File: src/rtl/llsc_monitor_pkg.sv
// Shared types and helpers for the LL/SC reservation monitor.
package llsc_monitor_pkg;

    localparam int LLSC_MAX_THREADS = 8;

    // What a reservation entry does on the next clock edge.
    typedef enum logic [1:0] {
        ACT_HOLD  = 2'd0,
        ACT_SET   = 2'd1,
        ACT_CLEAR = 2'd2
    } entry_act_e;

    function automatic int tid_width(input int n);
        return (n > 1) ? $clog2(n) : 1;
    endfunction

endpackage

File: src/rtl/llsc_entry.sv
// One thread's reservation: valid bit, linked address and optional age counter.
module llsc_entry
    import llsc_monitor_pkg::*;
#(
    parameter int ADDR_W      = 32,
    parameter int TIMEOUT_CYC = 0
) (
    input  logic              clk,
    input  logic              rst,
    input  logic              flush,
    input  logic              set,
    input  logic [ADDR_W-1:0] set_addr,
    input  logic              clear,
    output logic              valid,
    output logic [ADDR_W-1:0] addr
);

    logic              valid_reg;
    logic [ADDR_W-1:0] addr_reg;
    logic              expired;
    entry_act_e        act;

    // Flush outranks a same-cycle LL; LL outranks every other kill source.
    always_comb begin
        act = ACT_HOLD;
        if (flush) begin
            act = ACT_CLEAR;
        end else if (set) begin
            act = ACT_SET;
        end else if (clear || expired) begin
            act = ACT_CLEAR;
        end
    end

    always_ff @(posedge clk) begin
        if (rst) begin
            valid_reg <= 1'b0;
            addr_reg  <= '0;
        end else begin
            case (act)
                ACT_SET: begin
                    valid_reg <= 1'b1;
                    addr_reg  <= set_addr;
                end
                ACT_CLEAR: valid_reg <= 1'b0;
                default:   ;
            endcase
        end
    end

    generate
        if (TIMEOUT_CYC > 0) begin : g_age
            localparam int              AGE_W    = $clog2(TIMEOUT_CYC + 1);
            localparam logic [AGE_W-1:0] AGE_LAST = AGE_W'(TIMEOUT_CYC - 1);

            logic [AGE_W-1:0] age_reg;

            assign expired = valid_reg && (age_reg == AGE_LAST);

            // Age never passes AGE_LAST: the entry clears there instead of wrapping.
            always_ff @(posedge clk) begin
                if (rst) begin
                    age_reg <= '0;
                end else if (act == ACT_SET) begin
                    age_reg <= '0;
                end else if (act == ACT_HOLD && valid_reg && age_reg != AGE_LAST) begin
                    age_reg <= age_reg + 1'b1;
                end
            end
        end else begin : g_no_age
            assign expired = 1'b0;
        end
    endgenerate

    assign valid = valid_reg;
    assign addr  = addr_reg;

endmodule

File: src/rtl/llsc_monitor.sv
// Per-thread LL/SC reservation tracker with same-cycle SC success answer and store snooping.
module llsc_monitor
    import llsc_monitor_pkg::*;
#(
    parameter int  NUM_THREADS = 2,
    parameter int  ADDR_W      = 32,
    parameter int  GRAN_LSB    = 2,
    parameter int  TIMEOUT_CYC = 0,
    localparam int TID_W       = tid_width(NUM_THREADS)
) (
    input  logic                   clk,
    input  logic                   rst,
    input  logic [NUM_THREADS-1:0] flush,
    input  logic                   ll_we,
    input  logic [TID_W-1:0]       ll_tid,
    input  logic [ADDR_W-1:0]      ll_addr,
    input  logic                   sc_req,
    input  logic [TID_W-1:0]       sc_tid,
    input  logic [ADDR_W-1:0]      sc_addr,
    output logic                   sc_ok,
    input  logic                   st_we,
    input  logic [TID_W-1:0]       st_tid,
    input  logic                   st_ext,
    input  logic [ADDR_W-1:0]      st_addr,
    output logic [NUM_THREADS-1:0] LLbit_o
);

    localparam logic [ADDR_W-1:0] GRAN_MASK = {ADDR_W{1'b1}} << GRAN_LSB;

    // Granule match done by masking so that every address bit stays in the cone.
    function automatic logic gm(input logic [ADDR_W-1:0] a, input logic [ADDR_W-1:0] b);
        return ((a ^ b) & GRAN_MASK) == '0;
    endfunction

    logic [NUM_THREADS-1:0] ll_sel;
    logic [NUM_THREADS-1:0] sc_sel;
    logic [NUM_THREADS-1:0] st_sel;
    logic [NUM_THREADS-1:0] sc_hit;
    logic [NUM_THREADS-1:0] clear;
    logic [NUM_THREADS-1:0] valid;
    logic [ADDR_W-1:0]      addr [NUM_THREADS];
    logic                   st_known;
    logic                   sc_race;

    genvar gi;
    generate
        for (gi = 0; gi < NUM_THREADS; gi++) begin : g_thread
            localparam logic [TID_W-1:0] TID = TID_W'(gi);

            assign ll_sel[gi] = ll_we && (ll_tid == TID);
            assign sc_sel[gi] = sc_req && (sc_tid == TID);
            assign st_sel[gi] = (st_tid == TID);
            assign sc_hit[gi] = sc_sel[gi] && valid[gi] && gm(addr[gi], sc_addr);

            // Own SC, foreign/external store to the granule, or a winning SC from another thread.
            assign clear[gi] = sc_sel[gi]
                || (st_we && st_known && (st_ext || !st_sel[gi]) && gm(st_addr, addr[gi]))
                || (sc_ok && !sc_sel[gi] && gm(sc_addr, addr[gi]));

            llsc_entry #(
                .ADDR_W      (ADDR_W),
                .TIMEOUT_CYC (TIMEOUT_CYC)
            ) u_entry (
                .clk      (clk),
                .rst      (rst),
                .flush    (flush[gi]),
                .set      (ll_sel[gi]),
                .set_addr (ll_addr),
                .clear    (clear[gi]),
                .valid    (valid[gi]),
                .addr     (addr[gi])
            );
        end
    endgenerate

    // A store tagged with a thread id that names no entry is not a real store.
    assign st_known = st_ext || (|st_sel);
    assign sc_race  = st_we && st_known && (st_ext || (st_tid != sc_tid)) && gm(st_addr, sc_addr);
    assign sc_ok    = (|sc_hit) && !sc_race;
    assign LLbit_o  = valid;

endmodule

File: config.mk
export PLATFORM = sky130hd
export DESIGN_NAME = llsc_monitor
export DESIGN_NICKNAME = d
export VERILOG_FILES = /design/src/rtl/llsc_monitor_pkg.sv /design/src/rtl/llsc_entry.sv /design/src/rtl/llsc_monitor.sv
export SDC_FILE = /design/constraint.sdc
export NUM_CORES = 1
export LEC_CHECK = 0
export ABC_AREA = 1
export ABC_CLOCK_PERIOD_IN_PS = 2560
export CAP_MARGIN = 15
export CELL_PAD_IN_SITES_DETAIL_PLACEMENT = 0
export CELL_PAD_IN_SITES_GLOBAL_PLACEMENT = 2
export CORE_MARGIN = 10
export CORE_UTILIZATION = 27
export CTS_CLUSTER_DIAMETER = 40
export CTS_CLUSTER_SIZE = 20
export DETAILED_ROUTE_END_ITERATION = 12
export GPL_TIMING_DRIVEN = 0
export PLACE_DENSITY_LB_ADDON = 0.1
export SLEW_MARGIN = 30
export SYNTH_ARGS = -nofsm -noshare
export SYNTH_HDL_FRONTEND = slang
export SYNTH_HIERARCHICAL = 1
export SYNTH_SLANG_ARGS = --single-unit
File: constraint.sdc
create_clock -name clk -period 2.56 [get_ports clk]
set_input_delay 0.512 -clock clk [delete_from_list [all_inputs] [get_ports clk]]
set_output_delay 0.512 -clock clk [all_outputs]
set_load 0.005 [all_outputs]
After elaboration in Yosys (flattened, before gate mapping)
Index checks and enable logic that the tools add are counted.
Widths: inputs -> output; s select.
Operators by class
  add/subtract/negate cells: 0
  multipliers: 0
  div/mod/pow operators: 0
  $lt $le $gt $ge: 0
  eq/ne operators: 5
  shifts and indexed selects: 0
  multiplexer cells: 8
  bitwise gates (word level): 7
  reduce and logical (&&, ||, !) cells: 38
Operators by type and width (count)
  $logic_not 32->1: 5
  $xor 32x32->32: 5
  $logic_and 1x1->1: 19
  $mux 2: 6
  $logic_or 1x1->1: 7
  $eq 2x1->1 const B: 2
  $eq 2x2->1 const B: 2
  $logic_not 1->1: 4
  $pmux 1 s2: 2
  $reduce_bool 2->1: 2
  $not 1->1: 2
  $reduce_or 2->1: 1
  $ne 1x1->1: 1
Storage, ports and cells
  flip-flop bits (word level): 66
  latch bits: 0
  RAM bits: 0
  ROM bits: 0
  input port bits: 107
  output and inout port bits: 3
  logic and storage cells: 62
  memories: 0

Depth between registers and ports, before layout
  word-level depth: 14
  depth in mapped cells: 17
  mapped depth without buffers: 17

By module
Netlist, hierarchy kept.
Modules (own cells, without submodules)
  llsc_entry: times used 2, cells each 217, area an instance 1445.1 µm², seq. area each 660.6 µm²
  llsc_monitor: times used 1, cells each 469, area an instance 2483.6 µm², seq. area each 0.0 µm²

Worst setup path before layout
OpenSTA, ideal clock, no wires.
  path kind: input -> register
  start: input st_addr[20]
  end: register g_thread[0].u_entry.valid_reg
  library setup time: 0.109 ns
  data arrival time: 1.844 ns
  data required time: 2.451 ns
  setup slack: 0.606 ns
  cell stages on the path: 15
  path buffers: 1
  path through: clkbuf_2 -> xnor2_1 -> nand2_1 -> nor2_1 -> nand2_1 -> nor2_1 -> nand3_1 -> nand3_1 -> nand2_1 -> nand2_1 -> nand2_1 -> ha_1 -> nand2_1 -> o21a_1 -> nor2_1
On the way
  cells in the longest elaborated chain, start to end: 13
  elaborated cells between the ends (all ways): 19
  those cells by class: 2 x eq/ne; 4 x mux; 2 x bitwise; 11 x reduce/logical
Ends and longest elaborated chain
  from (decl): line llsc_monitor.sv:24  | input logic [ADDR_W-1:0] st_addr,
  $xor 32x32->32: line llsc_monitor.sv:32  | return ((a ^ b) & GRAN_MASK) == '0;
  $logic_not 32->1: line llsc_monitor.sv:32
  $logic_and 1x1->1: line llsc_monitor.sv:78  | assign sc_race = st_we && st_known && (st_ext || (st_tid != sc_tid)) && gm(st_addr, sc_addr);
  $logic_not 1->1: line llsc_monitor.sv:79  | assign sc_ok = (|sc_hit) && !sc_race;
  $logic_and 1x1->1: line llsc_monitor.sv:79
  $logic_and 1x1->1 (2 in a row): line llsc_monitor.sv:58  | || (sc_ok && !sc_sel[gi] && gm(sc_addr, addr[gi]));
  $logic_or 1x1->1 (*): line llsc_monitor.sv:58
  net clear[0]: line llsc_monitor.sv:39  | logic [NUM_THREADS-1:0] clear;
  $mux 2 (*): line llsc_entry.sv:30  | end else if (clear || expired) begin
  $mux 2 (*): line llsc_entry.sv:28  | end else if (set) begin
  $mux 2 (*): line llsc_entry.sv:26  | if (flush) begin
  $eq 2x2->1 / $eq 2x1->1 (equally long branches): line llsc_entry.sv:40  | case (act)
  $pmux 1 s2 / $reduce_bool 2->1 (equally long branches)
  to (signal assigned): line llsc_entry.sv:37  | valid_reg <= 1'b0;
  to (signal assigned): line llsc_entry.sv:42  | valid_reg <= 1'b1;
  to (signal assigned): line llsc_entry.sv:45  | ACT_CLEAR: valid_reg <= 1'b0;
  to (decl): line llsc_entry.sv:18  | logic valid_reg;
Mark *: on every way through the listed nets, which the timed path passes. The rest lies on a longest branch.
A chain may end at the register's enable or synchronous reset.

Worst setup path in the final report
  start: input st_addr[19]
  end: output sc_ok
On the way
  cells in the longest elaborated chain, start to end: 5
Ends and longest elaborated chain
  $xor 32x32->32: line llsc_monitor.sv:32
  $logic_not 32->1: line llsc_monitor.sv:32
  $logic_and 1x1->1: line llsc_monitor.sv:78
  $logic_not 1->1: line llsc_monitor.sv:79
  $logic_and 1x1->1: line llsc_monitor.sv:79
  to (decl): line llsc_monitor.sv:20  | output logic sc_ok,
Every way passes these cells.

==> results by group <==
Outcome
  – Status: finished, final reports clean

Worst setup path
  – Setup slack, reg-to-reg: approximately 560 ps
  – R2R depth: 15
  – Setup CP Type: input port to primary output
  – Required time worst endpoint: just over 2000 ps
  – CP startpoint: st_addr[19]
  – Startpoint types: input port
  – RR Startpoint: g_thread[0].u_entry/addr[3]
  – Worst Setup End Kind: primary output
  – Crit path DAT: 2010 ps
  – Worst-path fanout max: 4
  – R2r endpoint: g_thread[1].u_entry/valid

Min path
  – Hold path start: g_thread[1].u_entry/addr[3]
  – Hold EP: g_thread[1].u_entry/addr[3]
  – Cell depth of the worst min-delay path: 2
  – Hold crit path type: flop to flop

Detailed routing
  – Wire per inst: 14.9 um
  – 1st-iter DRT viols: 181
  – # DRC: 0
  – Drt via density: 4.15
  – Via count: ~5,200
  – Post-Route WL: 18.8 mm
  – DR pass1 iterations: 4
  – Number of routed nets with antenna violations: 0

Yosys
  – Mapped Cells: between 800 and 900
  – Post-Syn Nets: 988
  – Yosys warnings: 6
  – Mean Syn Cell Area: a little under 6 um^2
  – Post-Syn Area: 5210 um^2

Placed design
  – Placed cells: 1,240
  – Port bufs: 101
  – DP Worst Slack: -741 ps
  – DP HPWL: about 15 mm
  – GP Congestion: 0.798

Timing
  – Final hold slack: between 500 and 600 ps
  – Worst Skew: 4.86 ps
  – Slew margin rel.: 52.0%
  – Unrepaired setup endpoints after global routing: yes
  – Fin worst setup slack: 39.2 ps
  – FMAX: 397 MHz
  – Count of pins over their slew limit: 0
  – Tcrit/Tclk final: 98.5%
  – Tmin final: 2520 ps
  – Final setup violation count: 0
  – Worst-Margin Slew: 720 ps
  – Final Hold Fails: 0

Clocking
  – CTS Buffer Depth: 2
  – H-tree depth: 3
  – Clock latency on the worst-skew pair: 350 ps
  – Worst-path clk slew: 50 ps
  – Hold buffer count at CTS: 0
  – Clock Sink Count: 62
  – CTS Buf Count: 9
  – Root Buffer: clkbuf_16
  – CTS tree: done

Pwr
  – Tot Pwr: 3.13 mW
  – Leak pwr: 3.25 nW
  – Pwr/cell area: 451 nW/um^2
  – Worst VDD drop: a little under 0.3 mV

Flow run
  – Max Cap Viol: 0

Layout
  – Largest register FFs: 60
  – ANT cells: 0
  – Final-layout fill cell count: 2,130
  – Share of cells above drive strength 1: around a tenth
  – Nets@finish: between 1,000 and 1,500
  – Area Overhead vs Synth: 32.9%
  – Core Util, Final: between 30 and 40%
  – Final cell count without fillers: 1,258

Global routing
  – Largest net degree at the start of global routing: 12
  – Global route overflow: 0
  – First-pass GRT wire length: 29.8 mm
  – Number of global-route vias before repair: 5,540
  – Initial antenna violation count: 0
  – Total track usage: approximately 15%

Die
  – I/O pins: 110
  – Starting Density: 27.7%
  – Die span in y: around 160 um
  – Core area: approximately 19,000 um^2
  – Die Area: 25,300 um^2
  – Die Wd: 159 um
  – Row Count: 50
==> critical path, stage by stage <==
cell,delay (ps)
clkdlybuf4s50_1,510
or2_2,360
nand4_1,100
nor2_1,50
nand3_1,70
nor2_1,50
nor2_2,120
clkdlybuf4s15_2,220
==> layer usage <==
layer | global-route usage (%) | vias to the layer above | share of wire, %
li1 | - | 2842 | -
met1 | 18.9 | 2292 | 48
met2 | 25.7 | 78 | 48
met3 | 2.53 | 14 | 2.5
met4 | 4.04 | 0 | 1.1
met5 | 0 | - | 0
==> stage by stage <==
step                      area [um^2]  TNS, ps
after floorplan                  5210        0
after global placement           6550    -1560
after global routing             6930    -58.3
after CTS                        6850        0
after detailed placement         6550    -1550
final                            6930        0
==> layout make-up <==
class / count / area [um^2] / area share, %
multi-input combinational: 655 / 3390 / 49.0
tap: 260 / 325 / 4.70
inverter: 134 / 503 / 7.26
clock buffer: 10 / 229 / 3.31
sequential: 62 / 1240 / 17.9
timing repair buffer: 103 / 991 / 14.3
clock inverter: 6 / 62.6 / 0.903
buffer: 28 / 181 / 2.62
==> placed cells by master, fill, tap and decap left out, types with 3 or more instances in the layout <==
| master | instances |
|---|---|
| buf_2 | 12 |
| buf_1 | 4 |
| clkdlybuf4s50_1 | 47 |
| xnor2_1 | 81 |
| buf_4 | 4 |
| nor2_1 | 183 |
| clkinvlp_4 | 3 |
| clkbuf_2 | 4 |
| xnor2_2 | 8 |
| nand4_1 | 14 |
| or2_2 | 7 |
| clkbuf_16 | 9 |
| buf_6 | 7 |
| or2_1 | 5 |
| dlymetal6s2s_1 | 7 |
| inv_2 | 12 |
| dlygate4sd2_1 | 34 |
| a21oi_1 | 3 |
| inv_1 | 121 |
| nor2_2 | 13 |
| nand2_1 | 217 |
| clkbuf_1 | 3 |
| nand3_1 | 73 |
| clkdlybuf4s15_2 | 4 |
| clkdlybuf4s15_1 | 6 |
| nor2_4 | 3 |
| xor2_1 | 22 |
| nand2_2 | 4 |
| dfxtp_1 | 62 |
==> report_power, final <==
part	internal (mW)	switching (mW)	total (mW)
clock	0.750	0.501	1.25
sequential	1.02	0.0580	1.08
combinational	0.375	0.425	0.800
total	2.14	0.984	3.13
==> timing repair <==
| item | in CTS | in global routing |
|---|---|---|
| pin swaps | 8 | 13 |
| gates resized for setup | 73 | 31 |
| endpoints found under the setup margin | 3 | 2 |
| buffers inserted | 0 | 2 |
==> worst max-delay path by stage <==
| stage | to | slack, ps |
|---|---|---|
| finish | sc_ok | 40 |
| global route | sc_ok | -60 |
| CTS | sc_ok | 1 |
| detailed placement | sc_ok | -740 |
| global placement | sc_ok | -750 |
| floorplan | g_thread[0].u_entry/valid | 610 |
No activity file was read; power rests on OpenSTA's default activity.
